**src/rtl/input_conditioner.sv**
```systemverilog
// input_conditioner
//   Synchronizes, debounces and edge-detects raw board buttons and switches.
//   Every channel is handled the same way: a SYNC_STAGES-deep synchronizer,
//   a debounce counter, a level register and a registered edge pulse.
//
// Ports
//   CLK100MHZ    in   sole clock, rising edge
//   RST_N        in   asynchronous active-low reset
//   BTN[N_BTN]   in   raw buttons
//   SW[N_SW]     in   raw switches
//   BTN_LEVEL    out  debounced button level
//   BTN_PRESS    out  one-cycle pulse on debounced 0->1
//   BTN_RELEASE  out  one-cycle pulse on debounced 1->0
//   SW_LEVEL     out  debounced switch level
//   SW_CHANGE    out  one-cycle pulse on any debounced switch transition
module input_conditioner #(
  parameter int unsigned N_BTN           = 4,
  parameter int unsigned N_SW            = 4,
  parameter int unsigned SYNC_STAGES     = 2,
  parameter int unsigned DEBOUNCE_CYCLES = 1000000
) (
  input  logic              CLK100MHZ,
  input  logic              RST_N,
  input  logic [N_BTN-1:0]  BTN,
  input  logic [N_SW-1:0]   SW,
  output logic [N_BTN-1:0]  BTN_LEVEL,
  output logic [N_BTN-1:0]  BTN_PRESS,
  output logic [N_BTN-1:0]  BTN_RELEASE,
  output logic [N_SW-1:0]   SW_LEVEL,
  output logic [N_SW-1:0]   SW_CHANGE
);

  localparam int unsigned N  = N_BTN + N_SW;
  localparam int unsigned CW = (DEBOUNCE_CYCLES > 1) ? $clog2(DEBOUNCE_CYCLES) : 1;
  localparam logic [CW-1:0] CNT_LAST = CW'(DEBOUNCE_CYCLES - 1);

  // Per-channel state is implied by comparing the synchronized input with
  // the accepted level; no separate state flop is kept.
  typedef enum logic {
    S_IDLE,
    S_COUNT
  } state_e;

  logic [N-1:0]     raw;
  logic [N-1:0]     sync_q [SYNC_STAGES];
  logic [N-1:0]     sync_v;
  logic [CW-1:0]    cnt_q  [N];
  logic [CW-1:0]    cnt_d  [N];
  state_e           state  [N];
  logic [N-1:0]     level_q, level_d;
  logic [N-1:0]     accept;
  logic [N_BTN-1:0] rise_q, rise_d;
  logic [N_BTN-1:0] fall_q, fall_d;
  logic [N_SW-1:0]  chg_q, chg_d;

  assign raw    = {SW, BTN};
  assign sync_v = sync_q[SYNC_STAGES-1];

  always_comb begin
    level_d = level_q;
    accept  = '0;
    for (int unsigned i = 0; i < N; i++) begin
      cnt_d[i] = '0;
      state[i] = (sync_v[i] != level_q[i]) ? S_COUNT : S_IDLE;
      case (state[i])
        S_IDLE: cnt_d[i] = '0;
        S_COUNT: begin
          if (cnt_q[i] == CNT_LAST) begin
            accept[i]  = 1'b1;
            level_d[i] = ~level_q[i];
            cnt_d[i]   = '0;
          end else begin
            cnt_d[i] = cnt_q[i] + CW'(1);
          end
        end
        default: cnt_d[i] = '0;
      endcase
    end
    // Direction taken from the level before it flips.
    rise_d = accept[N_BTN-1:0] & ~level_q[N_BTN-1:0];
    fall_d = accept[N_BTN-1:0] &  level_q[N_BTN-1:0];
    chg_d  = accept[N-1:N_BTN];
  end

  always_ff @(posedge CLK100MHZ or negedge RST_N) begin
    if (!RST_N) begin
      for (int unsigned s = 0; s < SYNC_STAGES; s++) sync_q[s] <= '0;
      for (int unsigned i = 0; i < N; i++) cnt_q[i] <= '0;
      level_q <= '0;
      rise_q  <= '0;
      fall_q  <= '0;
      chg_q   <= '0;
    end else begin
      sync_q[0] <= raw;
      for (int unsigned s = 1; s < SYNC_STAGES; s++) sync_q[s] <= sync_q[s-1];
      for (int unsigned i = 0; i < N; i++) cnt_q[i] <= cnt_d[i];
      level_q <= level_d;
      rise_q  <= rise_d;
      fall_q  <= fall_d;
      chg_q   <= chg_d;
    end
  end

  assign BTN_LEVEL   = level_q[N_BTN-1:0];
  assign BTN_PRESS   = rise_q;
  assign BTN_RELEASE = fall_q;
  assign SW_LEVEL    = level_q[N-1:N_BTN];
  assign SW_CHANGE   = chg_q;

endmodule

```
**config.mk**
```make
export PLATFORM = sky130hd
export DESIGN_NAME = input_conditioner
export DESIGN_NICKNAME = d
export VERILOG_FILES = /design/src/rtl/input_conditioner.sv
export SDC_FILE = /design/constraint.sdc
export NUM_CORES = 1
export LEC_CHECK = 0
export ABC_CLOCK_PERIOD_IN_PS = 4250
export CORE_AREA = 10 10 129 131
export CTS_BUF_LIST = sky130_fd_sc_hd__clkbuf_4 sky130_fd_sc_hd__clkbuf_8 sky130_fd_sc_hd__clkbuf_16
export CTS_CLUSTER_DIAMETER = 60
export DETAILED_ROUTE_END_ITERATION = 16
export DIE_AREA = 0 0 139 141
export GPL_TIMING_DRIVEN = 0
export PLACE_DENSITY_LB_ADDON = 0.1
export SETUP_SLACK_MARGIN = 0.1
export SYNTH_ARGS = -nofsm -noshare
export SYNTH_HDL_FRONTEND = slang
export SYNTH_SLANG_ARGS = --single-unit
```
**constraint.sdc**
```tcl
create_clock -name CLK100MHZ -period 4.25 [get_ports CLK100MHZ]
set_clock_uncertainty 0.1 [all_clocks]
set_input_delay 0.85 -clock CLK100MHZ [delete_from_list [all_inputs] [get_ports CLK100MHZ]]
set_output_delay 0.85 -clock CLK100MHZ [all_outputs]
set_load 0.02 [all_outputs]
```
# ---- Word level (Yosys, flattened, before mapping)
# Index checks and enable logic that the tools add are counted.
dict set report totals {
  ff_bits 196
  latch_bits 0
  ramBits 0
  mem_bits_ro 0
  inputBits 10
  elab_cells 112
  mem_count 0
}
dict set report op_classes {
  n_addsub 8
  multipliers 0
  div_mod_pow 0
  n_lt_le_gt_ge 0
  eq_ne 16
  n_shift 0
  mux 40
  bitwise_logic 19
  reduce_logical 8
}
# op count
set ops {}
lappend ops {{20-bit one-hot mux with 2 select lines} 8}
lappend ops {{20-bit by 1-bit adder with 20-bit output (second input constant)} 8}
lappend ops {{20-bit == test (second input constant)} 8}
lappend ops {{20-bit 2-to-1 mux} 8}
lappend ops {{1-bit 2-to-1 mux} 24}
lappend ops {{1-bit inverter} 16}
lappend ops {{2-bit AND reduction} 8}
lappend ops {{4-bit bitwise AND} 2}
lappend ops {{1-bit != test} 8}
lappend ops {{4-bit inverter} 1}

# ---- Logic depth before layout (Yosys ltp)
# Gate-level depths: netlist of run 1.
dict set report logic_depth {
  word_depth 4
  mapped_depth 6
}

# ---- Least setup slack after synthesis of run 1
# OpenSTA, ideal clock, no wires.
dict set report synth_timing {
  kind {reg2reg}
  start {reg cnt_q[112] (netlist bit)}
  end {reg level_q[2]}
  arrival_time_ns 1.998
  required_ns 4.025
  path_slack_ns 2.026
  path_stages_with_launch 5
  path_buffers 0
  synth_period_minus_slack_ns 2.224
  cell_sequence {dfrtp_1 > or4_1 > or4_4 > or2_4 > mux2_4}
}
dict set report synth_via {
  elab_chain_cells 2
}
# item line
set synth_lines {}
lappend synth_lines {{start: declaration} 47} ;# logic [CW-1:0] cnt_q [N];
lappend synth_lines {{20-bit == test} 68} ;# if (cnt_q[i] == CNT_LAST) begin
lappend synth_lines {{2-bit AND reduction (no line)} --}
lappend synth_lines {{end signal: assignment} 97} ;# level_q <= level_d;
lappend synth_lines {{end: declaration} 50} ;# logic [N-1:0] level_q, level_d;
# Every way passes these cells.
# A chain may end at the register's enable or synchronous reset.

==> results.txt, run 1 <==
Vias per inst = 5.95
Max H-tree Level = 4
All-layer global routing usage = 0.183
Syn_nets = 924
Mux share of post-synthesis cell area = 0.0114
XOR/XNOR Fraction of Synth Area = 0.0958
Synth top area share = 0.536
Clock Latency Late Sink = 430 ps
Initial antenna violation count = 0
Layout Utilization = 0.726
Max Freq = 362 MHz
Post-CTS Repair Setup Buffers = 0
Final instance area = 10300 um^2
Sw Share = 0.216
Crit end category = flip-flop
Maximum Capacitance Violations = 0
Logic pwr share = 0.032
Largest family of logic cells by synthesized area = simple AND/OR/NAND/NOR gates
Starting Density = 0.644
Number of global-route vias before repair = 6728
Core Area = 14200 um^2
Largest net degree at the start of global routing = 125
Pwr dens = 359 nW/um^2
Post-route setup slack = 1490 ps
Placed inst area = 9700 um^2
Compound-cell area share of the yosys netlist = 0.0721
Setup WS pre-CTS = 1530 ps
DPL Wire Length = 11.9 mm
CP Launch Point = cnt_q[140]$_DFF_PN0_
Max-slew violation count = 0
Share of layout cells above drive strength 1 = 0.0671
WL final = 17.9 mm
Crit path DAT = 2960 ps
Critical path required time = 4450 ps
DR iter-0 viols = 474
Net Switching = 0.797 mW
Most frequent cells in the layout = dfrtp_1, nor2_1, xnor2_1
Tmin final = 2760 ps
Static Leakage = 4.15 nW
Die W = 139 um
CP startpoint kind = flip-flop
Area grow syn2layout = 12.8%
Ports = 30
Die ar. = 19600 um^2
Nets@finish = 973
Slew Limit Headroom = 0.333
Hold WS = 253 ps
Clock sinks = 196
Post-synthesis sequential area ratio = 0.536
Worst min-delay path startpoint = sync_q[13]$_DFF_PN0_
CTS tree = built
Die H = 141 um
Post-synth cell types = 44
Int Power = 2.90 mW
N_diodes = 0
Setup CP Type = reg2reg
Period Utilization, post-route = 0.650
Slew @ Worst Pin = 989 ps
Adder and majority gate portion of the synthesized area = 0.0109
Clk buf depth = 2
Maximum vdd drop = 0.000286 V
R2r startpoint = cnt_q[140]$_DFF_PN0_
Area leader, netlist = dfrtp_1
Clock power frac = 0.450
Synthesized instance count = 906
Root Driver = clkbuf_16
Gpl congestion = 0.838
Rows = 44
Clk pin slew, worst setup/hold paths = 70 ps
FILL cells = 992
Crit Path Max Fanout = 10
Seq pwr share = 0.518
Cts hold-fix bufs = 0
Post-DR wirelength/cell = 15.5 um
Tot Pwr = 3.70 mW
1st-pass router iterations = 6
First-pass GRT wire length = 30.7 mm
Post_cts resized = 0
Routed Antenna Nets = 0
Final Hold Viols = 0
Synth warnings = 0
RSZ-0062 raised after global routing = no
IO buf count = 29
TritonCTS Buffers = 17
Setup-failing EPs final = 0
Ranking of synthesized cells by area = dfrtp_1, xnor2_1, nor2_1, xor2_1, nand3_1
Via Count = 6853
Status = completed
Commonest non-fill, non-tap cell in the layout = dfrtp_1
Seq cells post-synth = 196
Syn_area_per_cell = 10.1 um^2
Post-synthesis simple-gate area fraction = 0.249
Worst hold path class = reg2reg
Drt drc = 0
Total grt overflow = 0
Mapped cell area = 9150 um^2
-- cells by family after synthesis --
family	count (synthesis)
adder cells (fa/ha/maj)	8
AND/OR/NAND/NOR	427
buffers and inverters	57
XOR/XNOR	100
multiplexers	9
AO/OA/AOI/OAI	109
flip-flops	196
-- area by class of cell --
cell class / instances / area (um^2) / area share
plain buffers: 26 / 108 / 0.0104
repair buffers: 30 / 323 / 0.0313
clock inverters: 11 / 149 / 0.0144
flip-flops and latches: 196 / 4900 / 0.475
clock buffers: 21 / 468 / 0.0454
well taps: 184 / 230 / 0.0223
inverters: 31 / 116 / 0.0113
multi-input cells: 653 / 4020 / 0.389
-- sequential cells by signal (all words and copies together), names as in the netlist --
name         flops
cnt_q          160
level_q          8
sync_q           8
sync_v           8
BTN_PRESS        4
BTN_RELEASE      4
SW_CHANGE        4
-- per-layer routing --
metal	track usage	share of wire	vias up
li1	-	-	3318
met1	0.224	0.44	3410
met2	0.312	0.51	97
met3	0.0443	0.034	28
met4	0.0615	0.015	0
met5	0	0	-
-- worst paths after layout --
path | to | slack (ps) | cells after the start
min in group asynchronous | sync_v[0]$_DFF_PN0_ | 280 | 1
max in group asynchronous | cnt_q[65]$_DFF_PN0_ | 2820 | 2
setup / recovery | cnt_q[145]$_DFF_PN0_ | 1490 | 6
hold / removal | sync_v[5]$_DFF_PN0_ | 250 | 0
hold reg to reg | sync_v[5]$_DFF_PN0_ | 250 | 0
setup reg to reg | cnt_q[145]$_DFF_PN0_ | 1490 | 6
-- stage by stage --
stage | instances | setup TNS, ps
after floorplan | 906 | 0
after global placement | 1119 | -1049780
after detailed placement | 1120 | 0
after CTS | 1152 | 0
after global routing | 1152 | 0
final | 1152 | 0
-- power by group through the flow --
| stage | Clock, mW | Combinational (mW) | Sequential, mW |
|---|---|---|---|
| 2_1_floorplan | 0 | 0.0554 | 1.95 |
| 3_3_place_gp | 0 | 0.111 | 1.95 |
| 3_5_place_dp | 0 | 0.121 | 1.95 |
| 4_1_cts | 1.69 | 0.122 | 1.92 |
| 5_1_grt | 1.78 | 0.136 | 1.92 |
| 6_report | 1.66 | 0.118 | 1.92 |
-- Yosys cell counts, drive strengths merged --
cell type and number:
mux2 8, nor4 19, o41ai 2, nor2b 2
xor2 36, nand4b 4, o2111a 1, nor4bb 1
nand2 44, or4b 5, and4 6, o221ai 2
nand2b 4, a21oi 49, inv 31, nor2 119
nor3b 8, a31o 4, xnor2 64, o21ai 32
ha 8, or4 36, a211oi 1, nor4b 3
or2 5, nand4 27, o31ai 18, mux2i 1
dfrtp 196, nand3 62, buf 8, nor3 20
clkbuf 18, and3 22, or3 30, and2 10
-- worst max-delay path, stage by stage (launching register included) --
cell,delay [ps]
dfrtp_1,420
ha_1,240
and3_1,260
nand4_1,160
o41ai_2,930
clkbuf_1,420
nor2_1,110
Note: power is estimated with default switching activity, not from simulation.
==> inputs of run 2 (changes only) <==
ABC_CLOCK_PERIOD_IN_PS = 2400   (was 4250)
CORE_AREA = 10 10 140 142   (was 10 10 129 131)
DIE_AREA = 0 0 150 152   (was 0 0 139 141)
clock period = 2.4 ns   (was 4.25 ns; I/O delays follow)
==> run 2 against run 1 <==
  * Global-route usage decreased by 2.9 points
  * Final cell count is 4.9% higher
  * Register-to-register slack lost 1300 ps
==> results.txt, run 2 (synthesized netlist as in run 1, its figures left out) <==
Max FFs per register = 160 (unchanged)
Tmin final = 2250 ps (-512 ps)
Setup-failing EPs final = 0 (unchanged)
Worst hold path class = reg2reg
Initial antenna violation count = 0 (unchanged)
Maximum Capacitance Violations = 0 (unchanged)
Routed Antenna Nets = 0 (unchanged)
Tot Pwr = 6.40 mW (+73%)
Clk pin slew, worst setup/hold paths = 70 ps (about the same)
Clock sinks = 196 (unchanged)
Setup WS pre-CTS = -339 ps (-1870 ps)
WL final = 16.9 mm (-5.3%)
Vias per inst = 5.48 (-7.9%)
Met1 global-route usage = 0.207 (-0.0168)
First-pass GRT wire length = 30.1 mm (-2.0%)
Ports = 30 (unchanged)
Crit path DAT = 2470 ps (-490 ps)
Slew @ Worst Pin = 619 ps (-370 ps)
Status = completed
RSZ-0062 raised after global routing = yes
CTS tree = built
N_diodes = 0 (unchanged)
1st-pass router iterations = 4 (-2)
Die H = 152 um (+7.8%)
Starting Density = 0.540 (-0.104)
Die ar. = 22800 um^2 (+16%)
Register with the most flip-flops = cnt_q
DR iter-0 viols = 330 (-30%)
Grt met2 use = 0.245 (-0.0666)
Critical path required time = 2620 ps (-1830 ps)
Clock Latency Late Sink = 430 ps (about the same)
Max H-tree Level = 4 (unchanged)
Max Freq = 444 MHz (+23%)
CP startpoint kind = flip-flop
Final Hold Viols = 0 (unchanged)
IO buf count = 29 (unchanged)
Nets@finish = 989 (+1.6%)
Root Driver = clkbuf_16
Post-route setup slack = 149 ps (-1340 ps)
TritonCTS Buffers = 17 (unchanged)
Largest net degree at the start of global routing = 126 (+0.80%)
Static Leakage = 4.25 nW (+2.4%)
Die W = 150 um (+7.9%)
Commonest non-fill, non-tap cell in the layout = dfrtp_1
Drt drc = 0 (unchanged)
Post-DR wirelength/cell = 14.0 um (-9.8%)
Number of global-route vias before repair = 6483 (-3.6%)
Gpl congestion = 0.785 (-6.4%)
Setup TNS = 0 ps (unchanged)
Pwr dens = 605 nW/um^2 (+69%)
Setup CP Type = reg2reg
Hold WS = 244 ps (-8.97 ps)
Core Area = 16900 um^2 (+19%)
DPL Wire Length = 11.1 mm (-7.0%)
Crit Path Max Fanout = 5 (-5)
All-layer global routing usage = 0.155 (-0.0286)
Clk buf depth = 2 (unchanged)
Most frequent cells in the layout = dfrtp_1, nor2_1, xnor2_1
Via Count = 6622 (-3.4%)
Share of layout cells above drive strength 1 = 0.0996 (+0.0324)
Crit end category = flip-flop
Total grt overflow = 0 (unchanged)
GRT Max-Usage Layer = met2
Max-slew violation count = 0 (unchanged)
Rows = 48 (+9.1%)
Slew Limit Headroom = 0.583 (+0.250)
Area grow syn2layout = 15.6%
Maximum vdd drop = 0.000542 V (+89%)
Layout Utilization = 0.624 (-0.102)
GRT met3 Usage = 0.0398 (-0.00454)
Period Utilization, post-route = 0.938 (+0.288)
run 2: worst max-delay path, stage by stage (launching register included):
cell and delay (ps):
dfrtp_1 410, or4b_1 500, or4_4 540, or2_4 300
mux2_4 290
run 2: final cells by class:
class,count,area [um^2]
fill,1468,6370
sequential,196,4900
multi-input combinational,653,4110
clock buffer,19,447
timing repair buffer,46,443
tap,225,282
clock inverter,13,135
buffer,26,128
inverter,31,116
run 2: final timing paths:
| check | start | endpoint | slack [ps] | cells past startpoint |
|---|---|---|---|---|
| setup / recovery | cnt_q[111]$_DFF_PN0_ | level_q[2]$_DFFE_PN0N_ | 150 | 4 |
| hold / removal | sync_q[9]$_DFF_PN0_ | sync_v[1]$_DFF_PN0_ | 240 | 0 |
| setup reg to reg | cnt_q[111]$_DFF_PN0_ | level_q[2]$_DFFE_PN0N_ | 150 | 4 |
| hold reg to reg | sync_q[9]$_DFF_PN0_ | sync_v[1]$_DFF_PN0_ | 240 | 0 |
| max in group asynchronous | RST_N | cnt_q[113]$_DFF_PN0_ | 750 | 3 |
| min in group asynchronous | RST_N | cnt_q[143]$_DFF_PN0_ | 480 | 2 |
run 2: per-stage QoR:
stage                     instance area (um^2)  cells
after floorplan                           9150    906
after CTS                                10400   1197
after global routing                     10600   1209
after global placement                    9720   1160
final                                    10600   1209
after detailed placement                  9750   1161
run 2: where the power goes:
group	switching, mW	internal (mW)	leakage [nW]
registers	0.0454	3.35	2.68
logic	0.147	0.0859	1.29
clock network	1.20	1.57	0.286
total	1.39	5.00	4.25
run 2: timing repair:
action                     in CTS  in global routing
hold endpoints to repair       71                  0
hold buffers                    1                  0
cloned                          0                  2
pin swaps                       2                  4
buffers inserted                3                 10
resized for setup               9                 25
setup endpoints to repair      54                 64
run 2: metal layers:
| metal | wire [um] | part of all wire |
|---|---|---|
| met1 | 8180 | 0.48 |
| met3 | 605 | 0.036 |
| met4 | 135 | 0.0080 |
| met5 | 0 | 0 |
| met2 | 8030 | 0.47 |
